$ cat src/rtl/mem_pkg.sv
// Shared types for the unified memory port: funct3 size codes, arbiter states
// and the registered command payload presented to the memory.
package mem_pkg;

  localparam int unsigned XLEN   = 32;
  localparam int unsigned STRB_W = XLEN / 8;

  localparam logic [2:0] SZ_B  = 3'd0;
  localparam logic [2:0] SZ_H  = 3'd1;
  localparam logic [2:0] SZ_W  = 3'd2;
  localparam logic [2:0] SZ_BU = 3'd4;
  localparam logic [2:0] SZ_HU = 3'd5;

  typedef enum logic [1:0] {
    IDLE    = 2'd0,
    LS_BUSY = 2'd1,
    IF_BUSY = 2'd2
  } state_t;

  typedef enum logic [1:0] {
    SZC_B = 2'd0,
    SZC_H = 2'd1,
    SZC_W = 2'd2
  } size_cls_t;

  typedef struct packed {
    logic              we;
    logic [XLEN-1:0]   addr;
    logic [STRB_W-1:0] wstrb;
    logic [XLEN-1:0]   wdata;
  } mem_cmd_t;

  // Context of the outstanding load/store needed when its data returns.
  typedef struct packed {
    logic       we;
    logic [1:0] off;
    logic [2:0] size;
  } ls_ctx_t;

  // Unknown size codes collapse to word accesses.
  function automatic size_cls_t size_class(input logic [2:0] size);
    case (size)
      SZ_B, SZ_BU: return SZC_B;
      SZ_H, SZ_HU: return SZC_H;
      SZ_W:        return SZC_W;
      default:     return SZC_W;
    endcase
  endfunction

endpackage

$ cat src/rtl/mem_port_arbiter_load_align.sv
// Selects the addressed byte/halfword of a memory word and sign- or
// zero-extends it according to the funct3 size code.
module load_align
  import mem_pkg::*;
#(
  parameter int unsigned WIDTH = 32
) (
  input  logic [WIDTH-1:0] i_rdata,
  input  logic [1:0]       i_off,
  input  logic [2:0]       i_size,
  output logic [WIDTH-1:0] o_data
);

  logic [7:0]         w_byte;
  logic [WIDTH/2-1:0] w_half;
  logic               w_sext;

  always_comb begin
    w_byte = i_rdata[{i_off, 3'b000} +: 8];
    w_half = i_off[1] ? i_rdata[WIDTH-1:WIDTH/2] : i_rdata[WIDTH/2-1:0];
    w_sext = ~i_size[2];
    case (size_class(i_size))
      SZC_B:   o_data = {{(WIDTH-8){w_sext & w_byte[7]}}, w_byte};
      SZC_H:   o_data = {{(WIDTH/2){w_sext & w_half[WIDTH/2-1]}}, w_half};
      default: o_data = i_rdata;
    endcase
  end

endmodule

$ cat src/rtl/mem_port_arbiter.sv
// Arbitrates one single-port memory between instruction fetch and load/store,
// issuing one command per access and stalling execute while a load/store waits.
module mem_port_arbiter
  import mem_pkg::*;
#(
  parameter int unsigned WIDTH = 32
) (
  input  logic             clk,
  input  logic             reset,
  input  logic             if_req,
  input  logic [WIDTH-1:0] if_addr,
  input  logic             if_flush,
  output logic             if_valid,
  output logic [WIDTH-1:0] if_rdata,
  input  logic             ls_rd_en,
  input  logic             ls_wr_en,
  input  logic [WIDTH-1:0] ls_addr,
  input  logic [WIDTH-1:0] ls_wr_data,
  input  logic [2:0]       ls_size,
  output logic             ls_done,
  output logic [WIDTH-1:0] ls_rdata,
  output logic             ls_misalign,
  output logic             halt,
  output logic             mem_en,
  output logic             mem_we,
  output logic [WIDTH-1:0] mem_addr,
  output logic [3:0]       mem_wstrb,
  output logic [WIDTH-1:0] mem_wdata,
  input  logic [WIDTH-1:0] mem_rdata,
  input  logic             mem_ready
);

  state_t    r_state, w_state_nxt;
  mem_cmd_t  r_cmd, w_cmd_nxt;
  ls_ctx_t   r_ctx, w_ctx_nxt;
  logic      r_mem_en, w_mem_en_nxt;
  logic      r_mis_done, w_mis_nxt;
  logic      r_flush, w_flush_nxt;

  size_cls_t         w_cls;
  logic              w_ls_req;
  logic              w_ls_mis;
  logic              w_ls_fin;
  logic              w_if_fin;
  logic [STRB_W-1:0] w_st_strb;
  logic [XLEN-1:0]   w_st_data;
  logic [WIDTH-1:0]  w_ld_ext;

  // A request still held during its misalign-done cycle must not be re-taken.
  assign w_cls    = size_class(ls_size);
  assign w_ls_req = (ls_rd_en | ls_wr_en) & ~r_mis_done;
  assign w_ls_mis = ((w_cls == SZC_H) & ls_addr[0]) |
                    ((w_cls == SZC_W) & (ls_addr[1:0] != 2'b00));

  // Store lane placement and byte strobes.
  always_comb begin
    w_st_strb = 4'b1111;
    w_st_data = ls_wr_data;
    case (w_cls)
      SZC_B: begin
        w_st_strb = STRB_W'(4'b0001 << ls_addr[1:0]);
        w_st_data = XLEN'(ls_wr_data[7:0]) << {ls_addr[1:0], 3'b000};
      end
      SZC_H: begin
        w_st_strb = STRB_W'(4'b0011 << ls_addr[1:0]);
        w_st_data = XLEN'(ls_wr_data[15:0]) << {ls_addr[1:0], 3'b000};
      end
      default: ;
    endcase
  end

  always_ff @(posedge clk) begin
    if (reset) begin
      r_state    <= IDLE;
      r_cmd      <= '0;
      r_ctx      <= '0;
      r_mem_en   <= 1'b0;
      r_mis_done <= 1'b0;
      r_flush    <= 1'b0;
    end else begin
      r_state    <= w_state_nxt;
      r_cmd      <= w_cmd_nxt;
      r_ctx      <= w_ctx_nxt;
      r_mem_en   <= w_mem_en_nxt;
      r_mis_done <= w_mis_nxt;
      r_flush    <= w_flush_nxt;
    end
  end

  always_comb begin
    w_state_nxt  = r_state;
    w_cmd_nxt    = r_cmd;
    w_ctx_nxt    = r_ctx;
    w_mem_en_nxt = 1'b0;
    w_mis_nxt    = 1'b0;
    w_flush_nxt  = r_flush;
    w_ls_fin     = 1'b0;
    w_if_fin     = 1'b0;
    case (r_state)
      IDLE: begin
        w_flush_nxt = 1'b0;
        if (w_ls_req) begin
          if (w_ls_mis) begin
            w_mis_nxt = 1'b1;
          end else begin
            w_mem_en_nxt    = 1'b1;
            w_cmd_nxt.we    = ls_wr_en;
            w_cmd_nxt.addr  = ls_addr & ~XLEN'(3);
            w_cmd_nxt.wstrb = ls_wr_en ? w_st_strb : '0;
            w_cmd_nxt.wdata = ls_wr_en ? w_st_data : '0;
            w_ctx_nxt       = '{we: ls_wr_en, off: ls_addr[1:0], size: ls_size};
            w_state_nxt     = LS_BUSY;
          end
        end else if (if_req) begin
          w_mem_en_nxt    = 1'b1;
          w_cmd_nxt.we    = 1'b0;
          w_cmd_nxt.addr  = if_addr & ~XLEN'(3);
          w_cmd_nxt.wstrb = '0;
          w_cmd_nxt.wdata = '0;
          w_state_nxt     = IF_BUSY;
        end
      end
      LS_BUSY: begin
        if (mem_ready) begin
          w_ls_fin    = 1'b1;
          w_state_nxt = IDLE;
        end
      end
      IF_BUSY: begin
        if (if_flush) begin
          w_flush_nxt = 1'b1;
        end
        if (mem_ready) begin
          w_if_fin    = ~(r_flush | if_flush);
          w_flush_nxt = 1'b0;
          w_state_nxt = IDLE;
        end
      end
      default: w_state_nxt = IDLE;
    endcase
  end

  load_align #(.WIDTH(WIDTH)) u_load_align (
    .i_rdata (mem_rdata),
    .i_off   (r_ctx.off),
    .i_size  (r_ctx.size),
    .o_data  (w_ld_ext)
  );

  assign ls_done     = r_mis_done | w_ls_fin;
  assign ls_misalign = r_mis_done;
  assign ls_rdata    = (w_ls_fin & ~r_ctx.we) ? w_ld_ext : '0;
  assign if_valid    = w_if_fin;
  assign if_rdata    = mem_rdata;
  assign halt        = (ls_rd_en | ls_wr_en) & ~ls_done;

  assign mem_en    = r_mem_en;
  assign mem_we    = r_cmd.we;
  assign mem_addr  = r_cmd.addr;
  assign mem_wstrb = r_cmd.wstrb;
  assign mem_wdata = r_cmd.wdata;

endmodule

$ cat config.mk
export PLATFORM = sky130hd
export DESIGN_NAME = mem_port_arbiter
export DESIGN_NICKNAME = d
export VERILOG_FILES = /design/src/rtl/mem_pkg.sv /design/src/rtl/mem_port_arbiter_load_align.sv /design/src/rtl/mem_port_arbiter.sv
export SDC_FILE = /design/constraint.sdc
export NUM_CORES = 1
export LEC_CHECK = 0
export CORE_MARGIN = 1
export CORE_UTILIZATION = 41
export DETAILED_ROUTE_END_ITERATION = 8
export PLACE_DENSITY = 0.87
export SETUP_SLACK_MARGIN = 0.3
export SYNTH_ARGS = -nofsm -noshare
export SYNTH_HDL_FRONTEND = slang
export SYNTH_HIERARCHICAL = 1
export SYNTH_SLANG_ARGS = --single-unit
$ cat constraint.sdc
create_clock -name clk -period 4.4 [get_ports clk]
set_input_delay 0.66 -clock clk [delete_from_list [all_inputs] [get_ports clk]]
set_output_delay 0.66 -clock clk [all_outputs]
set_load 0.05 [all_outputs]
### After elaboration in Yosys (flattened, before gate mapping)

Index checks and enable logic that the tools add are counted.
Widths: inputs -> output; s select.

| cells by class | value |
|---|---|
| reductions and logical operators | 19 |
| equal/unequal tests | 16 |
| magnitude comparators | 0 |
| div/mod/pow operators | 0 |
| add/sub/neg operators | 0 |
| muxes and demuxes | 28 |
| bitwise logic cells | 19 |
| multipliers | 0 |
| shifts and indexed selects | 5 |

Operators by type and width:

| cell | count |
|---|---|
| $mux 69 | 3 |
| $pmux 32 s2 | 2 |
| $mux 32 | 2 |
| $shiftx 32x6->8 | 1 |
| $shl 16x5->32 | 1 |
| $shl 8x5->32 | 1 |
| $mux 16 | 1 |
| $eq 3x3->1 const B | 4 |
| $pmux 2 s2 | 3 |
| $reduce_or 2->1 | 6 |
| $mux 1 | 10 |
| $ne 3x3->1 const B | 3 |
| $reduce_and 3->1 | 3 |
| $mux 2 | 4 |
| $not 1->1 | 8 |
| $pmux 4 s2 | 1 |
| $and 1x1->1 | 7 |
| $eq 2x1->1 const B | 3 |
| $eq 3x1->1 const B | 2 |
| $logic_not 2->1 | 3 |
| $logic_not 3->1 | 2 |
| $reduce_bool 2->1 | 3 |
| $eq 2x2->1 const B | 2 |
| $mux 4 | 1 |
| other kinds (8) | 11 |

| word-level totals | value |
|---|---|
| bits in read-only memories | 0 |
| word-level logic and storage cells | 98 |
| latch bits | 0 |
| memories | 0 |
| memory bits (writable) | 0 |
| input bits | 138 |
| register bits after elaboration | 80 |

### Logic depth before layout (Yosys ltp)

| logic depth | value |
|---|---|
| word-level depth | 9 |
| gate-level depth with buffers | 7 |
| depth with buffers taken out | 5 |

### By module

The synthesis kept the hierarchy.

By module, submodules not included:

| module | area an instance (µm²) | cells an instance | times used |
|---|---|---|---|
| mem_port_arbiter | 3853.7 | 420 | 1 |
| load_align | 729.4 | 129 | 1 |

### Worst setup path before layout

OpenSTA, ideal clock, no wires.

| timing | value |
|---|---|
| kind | input port to output port |
| start point | input if_flush |
| end point | output if_valid |
| cell stages on the path | 1 |
| arrival time | 2.191 ns |
| path buffers | 0 |
| setup slack | 1.549 ns |
| required time | 3.740 ns |
| path through | nor4bb_1 |

| between the ends | value |
|---|---|
| longest elaborated chain between the ends | 4 |

RTL lines:

| item | line | source |
|---|---|---|
| start, declared | mem_port_arbiter.sv:12 | `input logic if_flush,` |
| $or 1x1->1 | mem_port_arbiter.sv:134 | `w_if_fin = ~(r_flush \| if_flush);` |
| $not 1->1 | mem_port_arbiter.sv:134 |  |
| $mux 1 | mem_port_arbiter.sv:133 | `if (mem_ready) begin` |
| $mux 1 | mem_port_arbiter.sv:99 | `case (r_state)` |
| end, declared | mem_port_arbiter.sv:13 | `output logic if_valid,` |

Every way passes these cells.

### Worst setup path in the final report

| timing | value |
|---|---|
| start point | input mem_rdata[15] |
| end point | output ls_rdata[9] |

| between the ends | value |
|---|---|
| longest elaborated chain between the ends | 4 |

RTL lines:

| item | line | source |
|---|---|---|
| start, declared | mem_port_arbiter.sv:29 | `input logic [WIDTH-1:0] mem_rdata,` |
| $shiftx 32x6->8 | mem_port_arbiter_load_align.sv:19 | `w_byte = i_rdata[{i_off, 3'b000} +: 8];` |
| $and 1x1->1 | mem_port_arbiter_load_align.sv:23 | `SZC_B: o_data = {{(WIDTH-8){w_sext & w_byte[7]}}, w_byte};` |
| $pmux 32 s2 | mem_port_arbiter_load_align.sv:22 | `case (size_class(i_size))` |
| via w_ld_ext[9] | mem_port_arbiter.sv:47 | `logic [WIDTH-1:0] w_ld_ext;` |
| $mux 32 | mem_port_arbiter.sv:152 | `assign ls_rdata = (w_ls_fin & ~r_ctx.we) ? w_ld_ext : '0;` |
| end, declared | mem_port_arbiter.sv:21 | `output logic [WIDTH-1:0] ls_rdata,` |

The timed path passes the listed nets, and every way through them passes these cells.

==> impl_metrics.csv <==
group,metric,value,unit
timing,tightest_slew,1.16,ns
timing,rsz0062_at_grt,"no",
logic_synthesis,synth_cells,549,
critical_path,critPathLaunch,"mem_rdata[15]",
route,drtIter0Drc,499,
final_layout,nNetsFinal,902,
logic_synthesis,synth_seq_cells,78,
placement,place_hpwl,12000,um
critical_path,start_kind,"input pin",
logic_synthesis,synth.largest_area_cell,"dfxtp_1",
global_route,track_usage,0.260,
route,ant_nets,0,
floorplanning,rows,38,
clock_network,clk_path_buf_depth,2,
timing,fin_crit_sh,0.856,
global_route,grt_pass1_vias,4691,
logic_synthesis,synth_commonest_cells,"92 x nand2_1, 78 x dfxtp_1, 39 x nand2b_1",
timing,whs,0.460,ns
critical_path,critPathMaxFanout,8,
final_layout,seqCellArea,1560,um2
outcome,outcome,"finished clean",
timing,final_hold_viol_count,0,
logic_synthesis,synth_top_family_by_area,"compound AO/OA/AOI/OAI gates",
pwr,powerDensity,354,nW/um2
timing,slew_viol_final,0,
critical_path,reg2reg_from,"ls_misalign",
min_path,min_from,"mem_wstrb[0]",
clock_network,cts_tree,"built",
logic_synthesis,postSynth.asyncResetShare,0,
min_path,hold_path_class,"register to register",
logic_synthesis,synth_fa_ha_area_frac,0.00819,
logic_synthesis,synth.avg_cell_area,8.35,um2
logic_synthesis,synth_flop_cell,"dfxtp_1",
placement,dp_slack,0.643,ns
floorplanning,io_pins,276,
clock_network,cts_post_setup_buffers_inserted,0,
floorplanning,coreArea,10900,um2
floorplanning,die_y,108,um
timing,setup_viol,0,
logic_synthesis,synth_enable_flop_cells,0,
final_layout,insertedDiodeCount,0,
critical_path,worstPathRequired,3.74,ns
final_layout,drive_above_1_share,0.0731,
route,vias_per_cell,5.52,
floorplanning,die_area,11600,um2
critical_path,crit_type,"input pin to output port",
timing,fin_crit,3.77,ns
floorplanning,die_w,108,um
route,drc,0,
final_layout,fin_util,0.668,
placement,dp_cells,890,
global_route,grt_pass1_wl,23400,um
final_layout,fill_cells,844,
global_route,antenna_found_initial,0,
clock_network,clk_pin_slew,0.08,ns
final_layout,multiInputGateArea,2510,um2
critical_path,end_kind,"output port",
floorplanning,initial_core_util,0.421,
clock_network,cts_root_buffer,"clkbuf_8",
timing,slew_headroom,0.225,
route,wl,15600,um
pwr,ir_worst_vdd,0.000273,V
logic_synthesis,ys_seq_area_frac,0.341,
route,vias,4997,
logic_synthesis,synthMuxAreaShare,0.0101,
logic_synthesis,synth_compound_area_frac,0.290,
final_layout,stdcell_count,906,
logic_synthesis,synth.cell_area,4580,um2
placement,io_buffers,271,
critical_path,worstPathArrival,3.11,ns
clock_network,clock_sinks,78,
global_route,overflow,0,
route,first_pass_iters,7,
clock_network,clk_latency,0.36,ns
logic_synthesis,netlist.area_leader.share,0.341,
logic_synthesis,synth_cell_types,56,
global_route,grt_max_degree,38,
logic_synthesis,synth_xor_area_frac,0,
logic_synthesis,synth.most_common_cell,"nand2_1",
timing,timing.fmax,266,MHz
route,wl_per_cell,17.2,um
clock_network,cts-buffers-inserted,9,
logic_synthesis,synth_area_leaders,"dfxtp_1 34%, nand2_1 7.5%, buf_4 5.9%",
logic_synthesis,yosys.area_share.simple,0.236,
placement,gp_congestion,0.896,
clock_network,ctsResizeCount,0,
timing,setup_ws,0.634,ns
logic_synthesis,yosys_warnings,6,
clock_network,cts_max_level,3,
timing,tns,0,ns
final_layout,area_growth,58.7,%
job,cap_violations,0,
timing,fin_skew,0.00805,ns
clock_network,holdBufCountCts,0,
pwr,power.leakage,2.70,nW
## logic make-up after synthesis
family,Yosys count
AND/OR/NAND/NOR,203
AO/OA/AOI/OAI,175
buffers and inverters,85
flip-flops,78
multiplexers,4
adder cells (fa/ha/maj),3
other,1
## registers in the layout, summed over array words and instances, names as in the netlist
name,count
ls_misalign,1
mem_addr,30
mem_en,1
mem_wdata,32
mem_we,1
mem_wstrb,4
r_ctx,6
r_flush,1
r_state,2
## final cells by class
cell class	count	share of cell area
clock inverter	6	0.0127
multi-input combinational	387	0.345
timing repair buffer	279	0.381
inverter	6	0.00310
sequential	78	0.215
clock buffer	10	0.0189
tap	140	0.0241
## per-layer routing
| metal | vias up | track usage | wire, um |
|---|---|---|---|
| met5 | - | 0 | 0 |
| met4 | 0 | 0.128 | 586 |
| met3 | 44 | 0.0696 | 1290 |
| met2 | 259 | 0.462 | 7820 |
| met1 | 2317 | 0.284 | 5880 |
| li1 | 2377 | - | - |
## power breakdown
group	switching, mW	total (mW)	leakage, nW	internal, mW
Clock	0.274	0.611	0.109	0.338
Combinational	0.698	1.13	1.96	0.429
Sequential	0.0529	0.838	0.638	0.785
## cell usage in the layout (no fill, tap or decap), drive strengths merged, types with 3 or more instances in the layout
master and instances:
nand2 93, dfxtp 78, o21bai 3, nand2b 45, a222oi 15, nor2b 6
ha 3, clkbuf 10, buf 8, clkdlybuf4s50 271, a22o 16, a22oi 17
nor2 7, a21oi 38, o22ai 31, inv 7, nor3 4, o2bb2ai 18
o21ai 17, and2 35, a221o 9
## critical path: stages
cell,delay [ns]
clkdlybuf4s50_1,0.55
mux2i_1,0.12
mux2_4,0.30
nor4_4,0.35
a221o_1,0.21
and2_1,0.12
clkdlybuf4s50_1,0.79
## path summary, 6_finish.rpt
kind / to / slack, ns / cells past startpoint
worst min register to register: mem_wstrb[0] / 0.46 / 1
worst max register to register: mem_wdata[1] / 2.32 / 4
worst min-delay path: mem_wstrb[0] / 0.46 / 1
worst max-delay path: ls_rdata[9] / 0.63 / 7
## per-stage QoR
| stage | total power, mW | instance area (um2) |
|---|---|---|
| 6_report | 2.58 | 7270 |
| 5_1_grt | 2.69 | 7270 |
| 4_1_cts | 2.58 | 7270 |
| 3_5_place_dp | 1.98 | 7040 |
| 3_3_place_gp | 1.95 | 7040 |
| 2_1_floorplan | 1.58 | 4590 |
Note: power is estimated with default switching activity, not from simulation.
